### config.mk
export PLATFORM = sky130hd
export DESIGN_NAME = sad_array16
export DESIGN_NICKNAME = d
export VERILOG_FILES = /design/src/rtl/me_pkg.sv /design/src/rtl/sad_lane.sv /design/src/rtl/sad_array16.sv
export SDC_FILE = /design/constraint.sdc
export NUM_CORES = 2
export LEC_CHECK = 0
export BUFFER_PORTS_ARGS = -buffer_cell sky130_fd_sc_hd__buf_2
export CORE_MARGIN = 5
export CORE_UTILIZATION = 55
export CTS_CLUSTER_SIZE = 16
export DETAILED_ROUTE_END_ITERATION = 8
export PLACE_DENSITY = 0.76
export SLEW_MARGIN = 30
export SYNTH_ARGS = -nofsm -noshare
export SYNTH_HDL_FRONTEND = slang
export SYNTH_SLANG_ARGS = --single-unit
### constraint.sdc
create_clock -name clk -period 6.7 [get_ports clk]
set_clock_uncertainty 0.1 [all_clocks]
set_input_delay 1.005 -clock clk [delete_from_list [all_inputs] [get_ports clk]]
set_output_delay 1.005 -clock clk [all_outputs]
set_load 0.01 [all_outputs]
### src/rtl/me_pkg.sv
// Shared motion-estimation constants for the SAD producer and compare_22bit.
package me_pkg;

  localparam int PIX_W      = 8;
  localparam int SAD_W      = 22;
  localparam int N_CAND     = 16;
  localparam int BLK_PIXELS = 256;
  localparam int CNT_W      = 8;

  // True when a block of worst-case differences still fits in the accumulator.
  function automatic bit sad_fits(input int pix_w, input int sad_w, input int blk);
    longint max_sum;
    max_sum = longint'(blk) * ((longint'(1) << pix_w) - longint'(1));
    return max_sum < (longint'(1) << sad_w);
  endfunction

  // True when the pixel counter can reach the last pixel index.
  function automatic bit cnt_fits(input int cnt_w, input int blk);
    return longint'(blk - 1) < (longint'(1) << cnt_w);
  endfunction

endpackage

### src/rtl/sad_lane.sv
// One SAD candidate lane: absolute difference, running accumulator and the
// output register that holds the finished block SAD.
module sad_lane #(
  parameter int PIX_W = me_pkg::PIX_W,
  parameter int SAD_W = me_pkg::SAD_W
) (
  input  logic             clk,
  input  logic             rst,
  input  logic             acc_clr,
  input  logic             acc_en,
  input  logic             load,
  input  logic [PIX_W-1:0] cur_pix,
  input  logic [PIX_W-1:0] ref_pix,
  output logic [SAD_W-1:0] sad
);

  logic [SAD_W-1:0] acc;
  logic [PIX_W-1:0] diff;
  logic [SAD_W-1:0] sum;

  // Absolute difference, zero-extended and added to the running total.
  always_comb begin
    diff = (cur_pix > ref_pix) ? (cur_pix - ref_pix) : (ref_pix - cur_pix);
    sum  = acc + SAD_W'(diff);
  end

  // Accumulator clears on abort or block end; the output register captures the final sum.
  always_ff @(posedge clk) begin
    // NOTE: non-blocking assignments so acc and sad both update from pre-edge values.
    if (rst) begin
      acc <= '0;
      // NOTE: the output register is reset too, so the bus reads zero until a block completes.
      sad <= '0;
    end else begin
      if (acc_clr)
        acc <= '0;
      else if (acc_en)
        acc <= sum;
      if (load)
        sad <= sum;
    end
  end

endmodule

### src/rtl/sad_array16.sv
// 16-lane SAD producer: accumulates |cur - ref| per candidate over one block
// and presents the finished SADs on a held-stable valid/ready output.
module sad_array16 #(
  parameter int PIX_W      = me_pkg::PIX_W,
  parameter int SAD_W      = me_pkg::SAD_W,
  parameter int BLK_PIXELS = me_pkg::BLK_PIXELS,
  parameter int CNT_W      = me_pkg::CNT_W
) (
  input  logic                             clk,
  input  logic                             rst,
  input  logic                             blk_clr,
  input  logic                             pix_valid,
  output logic                             pix_ready,
  input  logic [PIX_W-1:0]                 cur_pix,
  input  logic [me_pkg::N_CAND*PIX_W-1:0]  ref_pix,
  output logic [CNT_W-1:0]                 pix_idx,
  output logic                             sad_valid,
  input  logic                             sad_ready,
  output logic [SAD_W-1:0]                 sad_out0,
  output logic [SAD_W-1:0]                 sad_out1,
  output logic [SAD_W-1:0]                 sad_out2,
  output logic [SAD_W-1:0]                 sad_out3,
  output logic [SAD_W-1:0]                 sad_out4,
  output logic [SAD_W-1:0]                 sad_out5,
  output logic [SAD_W-1:0]                 sad_out6,
  output logic [SAD_W-1:0]                 sad_out7,
  output logic [SAD_W-1:0]                 sad_out8,
  output logic [SAD_W-1:0]                 sad_out9,
  output logic [SAD_W-1:0]                 sad_out10,
  output logic [SAD_W-1:0]                 sad_out11,
  output logic [SAD_W-1:0]                 sad_out12,
  output logic [SAD_W-1:0]                 sad_out13,
  output logic [SAD_W-1:0]                 sad_out14,
  output logic [SAD_W-1:0]                 sad_out15
);

  import me_pkg::*;

  // Refuse to build a configuration that could overflow or cannot count a block.
  if (!sad_fits(PIX_W, SAD_W, BLK_PIXELS)) begin : g_sad_width_check
    $error("sad_array16: BLK_PIXELS*(2^PIX_W-1) does not fit in SAD_W bits");
  end
  if (!cnt_fits(CNT_W, BLK_PIXELS)) begin : g_cnt_width_check
    $error("sad_array16: CNT_W cannot hold BLK_PIXELS-1");
  end

  localparam logic [CNT_W-1:0] LAST_IDX = CNT_W'(BLK_PIXELS - 1);

  logic             is_last;
  logic             accept;
  logic             last_accept;
  logic             load;
  logic [SAD_W-1:0] sad [N_CAND];

  // Handshake decode: only the last pixel of a block waits for the consumer.
  always_comb begin
    is_last     = (pix_idx == LAST_IDX);
    pix_ready   = !(is_last && sad_valid && !sad_ready);
    accept      = pix_valid && pix_ready;
    last_accept = accept && is_last;
    load        = last_accept && !blk_clr;
  end

  // Pixel counter and result-valid flag; an abort on the last pixel suppresses the result.
  always_ff @(posedge clk) begin
    if (rst) begin
      pix_idx   <= '0;
      sad_valid <= 1'b0;
    end else begin
      if (blk_clr || last_accept)
        pix_idx <= '0;
      else if (accept)
        pix_idx <= pix_idx + CNT_W'(1);

      if (load)
        sad_valid <= 1'b1;
      else if (sad_ready)
        sad_valid <= 1'b0;
    end
  end

  for (genvar k = 0; k < N_CAND; k++) begin : g_lane
    sad_lane #(
      .PIX_W (PIX_W),
      .SAD_W (SAD_W)
    ) u_lane (
      .clk     (clk),
      .rst     (rst),
      .acc_clr (blk_clr || last_accept),
      .acc_en  (accept),
      .load    (load),
      .cur_pix (cur_pix),
      .ref_pix (ref_pix[k*PIX_W +: PIX_W]),
      .sad     (sad[k])
    );
  end

  assign sad_out0  = sad[0];
  assign sad_out1  = sad[1];
  assign sad_out2  = sad[2];
  assign sad_out3  = sad[3];
  assign sad_out4  = sad[4];
  assign sad_out5  = sad[5];
  assign sad_out6  = sad[6];
  assign sad_out7  = sad[7];
  assign sad_out8  = sad[8];
  assign sad_out9  = sad[9];
  assign sad_out10 = sad[10];
  assign sad_out11 = sad[11];
  assign sad_out12 = sad[12];
  assign sad_out13 = sad[13];
  assign sad_out14 = sad[14];
  assign sad_out15 = sad[15];

endmodule

-- Yosys cells after proc, flatten, opt, wreduce, memory -nomap -nowiden
Index checks and enable logic that the tools add are counted.
- register bits: 713
- output and inout port bits: 362
- bits of input ports: 141
- order comparisons: 16
- equality and inequality tests: 1
- muxes and demuxes: 18
- add/subtract/negate cells: 49
- reduce and logical (&&, ||, !) cells: 11
- operator list (cell ; count):
    $add 22x8->22 ; 16
    $sub 8x8->8 ; 32
    $gt 8x8->1 ; 16
    $mux 8 ; 16
    $add 8x1->8 const B ; 1
    $eq 8x8->1 const B ; 1
    $logic_and 1x1->1 ; 5
    $logic_not 1->1 ; 3
    $mux 1 ; 2
    $reduce_bool 2->1 ; 1
    $reduce_or 2->1 ; 1
    $logic_or 1x1->1 ; 1

-- Depth between registers and ports, before layout
- depth in word-level cells: 8
- mapped depth: 20
- gate-level depth less buffers: 19

-- By module
A second synthesis with hierarchy kept.
- cells, all modules: 5906
- area, all modules: 49806.5 µm²
- by module, submodules not included (module ; area each (µm²) ; seq. area each (µm²) ; cells each ; instances):
    sad_lane (g_lane[11].u_lane ...) ; 3091.7 ; 880.8 ; 364 ; 9
    sad_lane (g_lane[0].u_lane ...) ; 3104.2 ; 880.8 ; 373 ; 3
    sad_lane (g_lane[15].u_lane) ; 3135.5 ; 880.8 ; 373 ; 1
    sad_lane (g_lane[9].u_lane) ; 3006.6 ; 880.8 ; 363 ; 1
    sad_lane (g_lane[10].u_lane) ; 2999.1 ; 880.8 ; 366 ; 1
    sad_lane (g_lane[8].u_lane) ; 2974.1 ; 880.8 ; 349 ; 1
    sad_array16 ; 553.0 ; 180.2 ; 60 ; 1

-- Worst setup path after synthesis
Ideal clock, no wire load.
- path kind: input to register
- start point: in cur_pix[1]
- end point: reg g_lane[7].u_lane.sad[14]
- cell stages on the path: 16
- arrival time: 5.299 ns
- required time: 6.509 ns
- setup time: 0.091 ns
- path slack: 1.210 ns
- path buffers: 1
- cells stage by stage: inv_1 > ha_1 > and4_1 > nand3_1 > inv_1 > nor2_1 > mux2_2 > a21oi_1 > xnor2_1 > ha_1 > or3_1 > o21ai_0 > a21o_1 > buf_2 > or4_1 > a311oi_1
- cells in the longest elaborated chain, start to end: 3
- elaborated cells on any way between the ends: 5
- classes of those cells: add/sub: 3; order compare: 1; mux: 1
- RTL lines (item ; line ; text):
    start, declared ; sad_array16.sv:14 ; input logic [PIX_W-1:0] cur_pix,
    $sub 8x8->8 or $gt 8x8->1 (tied branches) ; sad_lane.sv:23 ; diff = (cur_pix > ref_pix) ? (cur_pix - ref_pix) : (ref_pix - cur_pix);
    $mux 8 * ; sad_lane.sv:23 ;
    $add 22x8->22 * ; sad_lane.sv:24 ; sum = acc + SAD_W'(diff);
    end signal, assigned ; sad_lane.sv:40 ; sad <= sum;
    end, declared ; sad_lane.sv:14 ; output logic [SAD_W-1:0] sad
Every way passes the cells marked *; elsewhere a longest branch is shown, timed or not.
A chain may end at the register's enable or synchronous reset.

-- Final worst setup path
- start point: in cur_pix[6]
- end point: reg g_lane[0].u_lane.acc[18]
- cells in the longest elaborated chain, start to end: 3
- elaborated cells on any way between the ends: 5
- classes of those cells: add/sub: 3; order compare: 1; mux: 1
- RTL lines (item ; line ; text):
    $sub 8x8->8 or $gt 8x8->1 (tied branches) ; sad_lane.sv:23 ;
    $mux 8 * ; sad_lane.sv:23 ;
    $add 22x8->22 * ; sad_lane.sv:24 ;
    end signal, assigned ; sad_lane.sv:38 ; acc <= sum;
    end, declared ; sad_lane.sv:17 ; logic [SAD_W-1:0] acc;
Marked as above.

==> results.yml <==
die:
  row_count: 106
  initial_core_util_pct: 55.3
  dieArea_sq_mm: 0.0897
  io_pins: 503
  die_w_um: 300
  coreArea_sq_mm: 0.0834
  fp.dieH_um: 300
detailed_routing:
  drt-total-wl_um: 146000
  first_pass_iters: 6
  vias: 42800
  via_per_inst: 6.03
  drc: 0
  first_iter_violations: 3903
  antenna_left: 0
  wire_per_inst_um: 20.6
global_route:
  antenna_found_initial: 8
  grt_use_met2_pct: 45.6
  grt_pass1_vias: 38800
  grt.busiest_layer: "met2"
  grt_use_met1_pct: 45.0
  grt_max_degree: 188
  grtUsageMet3_pct: 5.28
  grt_first_pass_wirelength_um: 224000
  track_usage_pct: 30.8
  grt_overflow: 0
layout:
  drive_above_1_share_pct: 14.2
  layout.nets: 6523
  area_delta_synth_final_pct: 12.8
  seq_area_sq_mm: 0.0143
  multi_input_area_sq_mm: 0.0292
  fillers: 7267
  fin_util_pct: 62.4
clock_network:
  cts.path.max_buffers: 3
  root_buffer: "clkbuf_16"
  cts_max_level: 3
  cts_buffers: 82
  cts_sinks: 713
  cts_tree: "yes"
  cts.repair.resized: 0
  hold_buffers: 0
  postCtsSetupBuffers: 0
  path_clk_slew_ns: 0.06
  clk_latency_ns: 0.64
min_path:
  hold_path_startpoint: "g_lane[6].u_lane.sad[0]$_SDFFE_PP0P_"
  hp-class: "reg2reg"
sta:
  slew_violations: 0
  fin_crit_sh_pct: 82.7
  slew_headroom_pct: 34.8
  finalHoldViolCount: 0
  fin_crit_ns: 5.54
  setup_violations: 0
  fmax_mhz: 181
  rsz0062_at_grt: "no"
  tns_ns: 0
  worst_pin_slew_ns: 0.979
setup_path:
  cp-end-kind: "flip-flop"
  required_ns: 7.17
  arrival_ns: 6.01
  worstSetupStartpoint: "cur_pix[6]"
  worstPathMaxFanout: 16
  critPathLaunchType: "input port"
  rr_startpoint: "pix_idx[5]$_SDFFE_PP0P_"
  crit_type: "in2reg"
yosys:
  synthArstFlopShare_pct: 0
  synth.distinct_cells: 91
  ys_ff_latch: 713
  synth_nets: 6175
  syn_area_per_cell_sq_um: 8.21
  synth_area_sq_mm: 0.0461
  ys.warnings.count: 0
  yosysTopAreaCellShare_pct: 31.0
  synth_edf_count: 0
  syn_inst: 5616
  synth-seq-area-share_pct: 31.0
  synth_top_area_cell: "dfxtp_1"
  ys.flop_type: "dfxtp_1"
  synthTopCellsByArea: "dfxtp_1 (31%), ha_1 (10%), xnor2_1 (5.9%)"
power:
  leakage_nw: 21.0
  cellPowerDensity_mw_per_mm2: 236
  ir_drop_mv: 0.188
placement:
  port_buffers: 502
  detailed_place_hpwl_um: 107000
  gp_congestion: 0.965
outcome:
  status: "complete, no violations"
flow_run:
  drv_cap: 0
-- flip-flops by register name, summed over array words and instances, names as in the netlist --
register	count
sad_valid	1
g_lane.u_lane.acc	352
g_lane.u_lane.sad	352
pix_idx	8
-- cells by family after synthesis --
logic type	after synthesis	share of synthesized area, %
flip-flops	713	31.0
buffers and inverters	635	5.91
adder cells (fa/ha/maj)	418	12.1
XOR/XNOR	455	8.64
AND/OR/NAND/NOR	1755	18.2
AO/OA/AOI/OAI	1515	21.3
multiplexers	125	2.89
-- cells in the mapped netlist (all sizes together) (29+ instances only) --
master	count
inv	323
or4	53
ha	370
mux2i	62
o21ai	253
and2	37
nand2	571
a21o	121
mux2	63
a211oi	263
nor2	464
dfxtp	713
xor2	144
o31ai	62
nand4	104
buf	168
or3	77
fa	48
clkbuf	143
and3	81
nand3	182
nor3	72
a311oi	38
a2111oi	29
o21a	54
a21oi	481
a31oi	30
xnor2	311
-- stage by stage --
| stage | area [sq um] | hold slack, ns | worst slack (ns) | power (mW) | cells |
|---|---|---|---|---|---|
| floorplan | 46100 | 0.340 | 1.21 | 6.62 | 5616 |
| global placement | 49200 | 0.340 | 0.621 | 7.48 | 6959 |
| detailed placement | 49200 | 0.343 | 0.581 | 7.54 | 6960 |
| CTS | 52000 | 0.351 | 1.23 | 12.2 | 7103 |
| global route | 52000 | 0.373 | 0.736 | 12.8 | 7103 |
| finish | 52000 | 0.350 | 1.16 | 12.3 | 7109 |
-- report_power, final --
part / leakage (nW) / internal (mW) / switching [mW] / total (mW)
combinational: 13.9 / 1.13 / 2.09 / 3.22
clock: 1.37 / 2.78 / 1.92 / 4.70
sequential: 5.75 / 4.31 / 0.0423 / 4.35
-- final cells by class --
type | count | share of cell area, %
multi-input combinational | 4268 | 56.1
sequential | 713 | 27.4
timing repair buffer | 575 | 6.12
clock buffer | 108 | 4.34
tap | 1080 | 2.60
inverter | 324 | 2.34
clock inverter | 35 | 1.03
antenna | 6 | 0.0289
-- worst max-delay path, cell delays in order --
cell and delay, ns:
buf_2 0.09, inv_1 0.03, buf_4 0.22, ha_1 0.44
nand4_1 0.25, nor3_2 0.32, a21o_1 0.47, mux2_2 0.42
o21a_1 0.18, and4b_1 0.18, a311oi_1 0.54, ha_1 0.34
or3_1 0.12, o21ai_0 0.24, a211oi_1 0.29, buf_4 0.21
or4b_1 0.45, a21oi_1 0.16
-- per-layer routing --
layer | share of wire [%] | wire length [um]
met1 | 45 | 66100
met2 | 42 | 62000
met3 | 8.6 | 12600
met4 | 3.8 | 5630
met5 | 0.044 | 64
-- final timing paths --
check	endpoint	slack [ns]	cells past startpoint
hold / removal	g_lane[6].u_lane.sad[0]$_SDFFE_PP0P_	0.35	2
hold reg to reg	g_lane[6].u_lane.sad[0]$_SDFFE_PP0P_	0.35	2
setup reg to reg	g_lane[14].u_lane.sad[6]$_SDFFE_PP0P_	2.74	6
setup / recovery	g_lane[0].u_lane.acc[18]$_SDFFE_PP0P_	1.16	18
-- layout by cell type, fill, tap and decap left out, types with 82 or more instances in the layout --
cell | Yosys | routed
nor2_1 | 456 | 454
ha_1 | 370 | 370
buf_2 | 122 | 501
clkbuf_16 | 0 | 82
a21o_1 | 120 | 120
a211oi_1 | 260 | 259
inv_1 | 323 | 322
nand2_1 | 570 | 570
nand4_1 | 99 | 99
xnor2_1 | 311 | 311
dfxtp_1 | 713 | 713
xor2_1 | 144 | 144
nand3_1 | 179 | 179
o21ai_0 | 216 | 215
a21oi_1 | 480 | 479
No activity file was read; power rests on OpenSTA's default activity.
